`src/rtl/reg_file_sb_pkg.sv`:
```
// Shared CPU register-file definitions: default geometry, address-width helper
// and the index of the hard-wired zero register.
package reg_file_sb_pkg;

    localparam int DEF_WIDTH = 16;
    localparam int DEF_NREG  = 8;
    localparam int REG_ZERO  = 0;

    // Address width for a register file of n entries (n is a power of two, >= 2).
    function automatic int addr_bits(input int n);
        return $clog2(n);
    endfunction

    // One register-file write (writeback) request.
    typedef struct packed {
        logic        valid;
        logic [31:0] addr;
    } wr_req_t;

endpackage

```
`src/rtl/reg_file_sb_scoreboard.sv`:
```
// Pending-write scoreboard: one bit per register, set by decode, cleared by writeback.
// A set and a clear to the same register in one cycle leaves it pending.
module rf_scoreboard
    import reg_file_sb_pkg::*;
#(
    parameter int NREG     = DEF_NREG,
    parameter int ZERO_REG = 1,
    parameter int BYPASS   = 1
) (
    input  logic                       CLK,
    input  logic                       reset,
    input  logic                       we,
    input  logic [addr_bits(NREG)-1:0] waddr,
    input  logic                       sb_set,
    input  logic [addr_bits(NREG)-1:0] sb_addr,
    input  logic [addr_bits(NREG)-1:0] raddr_a,
    input  logic [addr_bits(NREG)-1:0] raddr_b,
    output logic                       busy_a,
    output logic                       busy_b
);

    localparam int AW = addr_bits(NREG);

    logic [NREG-1:0] pend;
    logic [NREG-1:0] pend_next;

    always_comb begin
        pend_next = pend;
        if (we) begin
            pend_next[waddr] = 1'b0;
        end
        if (sb_set) begin
            pend_next[sb_addr] = 1'b1;
        end
        if (ZERO_REG != 0) begin
            pend_next[REG_ZERO] = 1'b0;
        end
    end

    always_ff @(posedge CLK) begin
        if (reset) begin
            pend <= '0;
        end else begin
            pend <= pend_next;
        end
    end

    // A register being written this cycle is reported free when its data is
    // forwarded, unless decode is re-marking it as pending in the same cycle.
    function automatic logic busy_lookup(input logic [AW-1:0] ra);
        logic fwd;
        fwd = (BYPASS != 0) && we && (waddr == ra) && !(sb_set && (sb_addr == ra));
        return pend[ra] && !fwd;
    endfunction

    always_comb begin
        busy_a = busy_lookup(raddr_a);
        busy_b = busy_lookup(raddr_b);
    end

endmodule

```
`src/rtl/reg_file_sb.sv`:
```
// NREG x WIDTH CPU register file with two combinational read ports, one write port,
// optional hard-wired zero register, write-to-read bypass and pending-write scoreboard.
module reg_file_sb
    import reg_file_sb_pkg::*;
#(
    parameter int WIDTH    = DEF_WIDTH,
    parameter int NREG     = DEF_NREG,
    parameter int ZERO_REG = 1,
    parameter int BYPASS   = 1
) (
    input  logic                       CLK,
    input  logic                       reset,
    input  logic                       we,
    input  logic [addr_bits(NREG)-1:0] waddr,
    input  logic [WIDTH-1:0]           wdata,
    input  logic [addr_bits(NREG)-1:0] raddr_a,
    input  logic [addr_bits(NREG)-1:0] raddr_b,
    output logic [WIDTH-1:0]           rdata_a,
    output logic [WIDTH-1:0]           rdata_b,
    output logic                       busy_a,
    output logic                       busy_b,
    input  logic                       sb_set,
    input  logic [addr_bits(NREG)-1:0] sb_addr
);

    localparam int AW = addr_bits(NREG);

    logic [WIDTH-1:0] regs [NREG];
    logic             wr_en;

    always_comb begin
        wr_en = we;
        if ((ZERO_REG != 0) && (waddr == AW'(REG_ZERO))) begin
            wr_en = 1'b0;
        end
    end

    always_ff @(posedge CLK) begin
        if (reset) begin
            for (int i = 0; i < NREG; i++) begin
                regs[i] <= '0;
            end
        end else if (wr_en) begin
            regs[waddr] <= wdata;
        end
    end

    // Zero register takes precedence over forwarding.
    function automatic logic [WIDTH-1:0] read_port(input logic [AW-1:0] ra);
        logic [WIDTH-1:0] d;
        d = regs[ra];
        if ((BYPASS != 0) && we && (waddr == ra)) begin
            d = wdata;
        end
        if ((ZERO_REG != 0) && (ra == AW'(REG_ZERO))) begin
            d = '0;
        end
        return d;
    endfunction

    always_comb begin
        rdata_a = read_port(raddr_a);
        rdata_b = read_port(raddr_b);
    end

    rf_scoreboard #(
        .NREG     (NREG),
        .ZERO_REG (ZERO_REG),
        .BYPASS   (BYPASS)
    ) u_scoreboard (
        .CLK     (CLK),
        .reset   (reset),
        .we      (we),
        .waddr   (waddr),
        .sb_set  (sb_set),
        .sb_addr (sb_addr),
        .raddr_a (raddr_a),
        .raddr_b (raddr_b),
        .busy_a  (busy_a),
        .busy_b  (busy_b)
    );

endmodule

```
`config.mk`:
```
export PLATFORM = sky130hd
export DESIGN_NAME = reg_file_sb
export DESIGN_NICKNAME = d
export VERILOG_FILES = /design/src/rtl/reg_file_sb_pkg.sv /design/src/rtl/reg_file_sb_scoreboard.sv /design/src/rtl/reg_file_sb.sv
export SDC_FILE = /design/constraint.sdc
export NUM_CORES = 1
export LEC_CHECK = 0
export BUFFER_PORTS_ARGS = -buffer_cell sky130_fd_sc_hd__clkbuf_2
export CORE_MARGIN = 2
export CORE_UTILIZATION = 60
export DETAILED_ROUTE_END_ITERATION = 12
export GPL_ROUTABILITY_DRIVEN = 0
export PLACE_DENSITY = 0.82
export SETUP_SLACK_MARGIN = 0.15
export SYNTH_ARGS = -nofsm -noshare
export SYNTH_HDL_FRONTEND = slang
export SYNTH_SLANG_ARGS = --single-unit
```
`constraint.sdc`:
```
create_clock -name CLK -period 6.6 [get_ports CLK]
set_clock_uncertainty 0.05 [all_clocks]
set_input_delay 0.33 -clock CLK [delete_from_list [all_inputs] [get_ports CLK]]
set_output_delay 0.33 -clock CLK [all_outputs]
set_load 0.02 [all_outputs]
```
==> impl_metrics.env <==
export IMPL_placed_area_um2=8220
export IMPL_die_h_um=118
export IMPL_die_area_um2=14000
export IMPL_fin_crit_sh_pct=49.3
export IMPL_ctsResizeCount=0
export IMPL_drive_gt1_share_pct=27.8
export IMPL_maxSlewHeadroom_pct=26.7
export IMPL_critPathMaxFanout=54
export IMPL_slowest_stage="and4_1"
export IMPL_cts_path_max_buffers=2
export IMPL_antenna_cells=0
export IMPL_synthTopCellsByArea="edfxtp_1 (49%), mux4_2 (9.5%), and2_1 (8.9%)"
export IMPL_wire_per_inst_um=24.2
export IMPL_synth_cell_area_um2=7860
export IMPL_avgViaCountPerCell=6.56
export IMPL_setup_viol=0
export IMPL_end_kind="primary output"
export IMPL_setup_tns_ns=0
export IMPL_cts_buffers=17
export IMPL_synth_edff_count=128
export IMPL_grt_pass1_vias=5736
export IMPL_cp_startpoint="raddr_a[2]"
export IMPL_cellLeakagePower_nw=3.25
export IMPL_clk_latency_ns=0.41
export IMPL_cp_common_cell="clkbuf_2"
export IMPL_drt_total_wl_um=20400
export IMPL_antenna_found_initial=0
export IMPL_r2r_start="u_scoreboard.pend[6]"
export IMPL_cts_root_buf="clkbuf_16"
export IMPL_synth_common_cells="edfxtp_1 (128), and2_1 (112), mux2i_1 (66)"
export IMPL_grt_first_pass_wirelength_um=31900
export IMPL_vias=5540
export IMPL_hpwl_um=13200
export IMPL_initial_core_util_pct=61.8
export IMPL_drv_slew=0
export IMPL_drtPass1Iterations=5
export IMPL_p_per_area_nw_per_um2=263
export IMPL_fmax_mhz=307
export IMPL_peakVddDrop_uv=181
export IMPL_stdcell_area_um2=8790
export IMPL_hold_viol_final=0
export IMPL_grt_max_degree=56
export IMPL_fp_row_count=41
export IMPL_cpPeakStageDelay_ns=0.82
export IMPL_yosysMostFrequentCell="edfxtp_1"
export IMPL_grt_overflow_total=0
export IMPL_cp_arrival_ns=2.87
export IMPL_layout_cells_non_filler=845
export IMPL_drv_cap=0
export IMPL_worstPathRequired_ns=6.22
export IMPL_path_clk_slew_ns=0.06
export IMPL_syn_inst=599
export IMPL_synth_largest_area_cell="edfxtp_1"
export IMPL_grtUsageTotal_pct=30.2
export IMPL_yosys_warnings=0
export IMPL_ys_flop_type="edfxtp_1"
export IMPL_hp_class="in -> reg"
export IMPL_fill_cells=916
export IMPL_cp_top_family="simple AND/OR/NAND/NOR gates"
export IMPL_worstSetupPathType="in -> out"
export IMPL_avgSynthCellArea_um2=13.1
export IMPL_ys_seq_area_share_pct=50.7
export IMPL_cp_num_buf_inv=3
export IMPL_cts_tree="done"
export IMPL_fin_nets=692
export IMPL_core_um2=12700
export IMPL_status="finished clean"
export IMPL_numPortBuffers=65
export IMPL_fin_crit_ns=3.25
export IMPL_worstMarginPinSlew_ns=1.09
export IMPL_cts_sinks=135
export IMPL_cp_start_kind="primary input"
export IMPL_grt_setup_unrepaired="no"
export IMPL_netlist_area_leader_share_pct=48.9
export IMPL_post_place_cells=813
export IMPL_ys_types=35
export IMPL_hp_start="sb_addr[2]"
export IMPL_cts_htree_levels=4
export IMPL_dieWidth_um=118
export IMPL_crit_chain="clkbuf_2 -> buf_4 -> xnor2_1 -> and4_1 -> a211oi_1 -> nor3_1 -> clkbuf_2"
export IMPL_cts_setup_buffers=0
export IMPL_areaGrowthSynthToFinish_pct=11.7
export IMPL_drtIter0Drc=693
export IMPL_boundaryPins=66
export IMPL_synthArstFlopShare_pct=0
export IMPL_postRouteAntennaNets=0
export IMPL_drc=0
export IMPL_cts_hold_buffers=0
export IMPL_synth_seq_cells=135
## routing by layer
layer	part of all wire (%)	track usage [%]
met2	50	49.6
met3	11	7.14
met4	3.5	12.3
met5	0	0
met1	36	38.8
## stage by stage
step           utilization, %  setup WS (ns)  hold slack (ns)  power, mW
2_1_floorplan               -           4.22            0.411       1.30
3_5_place_dp             64.6           3.47            0.443       1.41
6_report                 69.1           3.35            0.215       2.31
3_3_place_gp             64.6           3.58            0.425       1.40
5_1_grt                  69.1           3.26            0.198       2.38
4_1_cts                  69.1           3.47            0.193       2.31
## area by class of cell
class                           instances  area, um^2  share of cell area [%]
Clock buffer                           18         429                    4.88
Timing Repair Buffer                   76         408                    4.64
Clock inverter                         14         135                    1.54
Tap cell                              172         215                    2.45
Sequential cell                       135        3980                    45.3
Multi-Input combinational cell        424        3590                    40.9
Inverter                                6        22.5                   0.256
## logic make-up after synthesis
family | synth area share (%)
flip-flops | 50.7
buffers and inverters | 4.42
AND/OR/NAND/NOR | 16.1
XOR/XNOR | 1.34
multiplexers | 18.9
AO/OA/AOI/OAI | 8.55
other | 0.0477
## placed cells by master (no fill, tap or decap), drive strengths merged
cell type	count
or2	2
o31ai	1
mux2i	66
a221oi	1
nand2	4
and2	112
clkinvlp	4
nand4	5
and4	2
xnor2	12
inv	6
nor3	34
clkbuf	83
dfxtp	7
a211oi	30
mux4	36
bufinv	2
o21ai	10
clkinv	8
nor2	37
buf	11
o22ai	35
nand2b	5
nand3	5
edfxtp	128
a21oi	9
nor2b	2
conb	16
## state kept, by name, indices dropped and copies added (netlist names)
name	flops
regs	128
u_scoreboard.pend	7
## final timing paths
kind	endpoint	slack [ns]	depth (start not counted)
worst max-delay path	rdata_a[4]	3.35	7
worst max register to register	u_scoreboard.pend[6]	5.78	2
worst min register to register	u_scoreboard.pend[5]	0.46	2
worst min-delay path	u_scoreboard.pend[1]	0.21	2
## report_power, final
part           switching (mW)  total [mW]  internal (mW)  leakage [nW]
clock network           0.357       0.907          0.551         0.267
logic                   0.232       0.377          0.145          1.69
registers              0.0317        1.03          0.997          1.30
total                   0.620        2.31           1.69          3.25
Power figures use the tool's default switching activity.
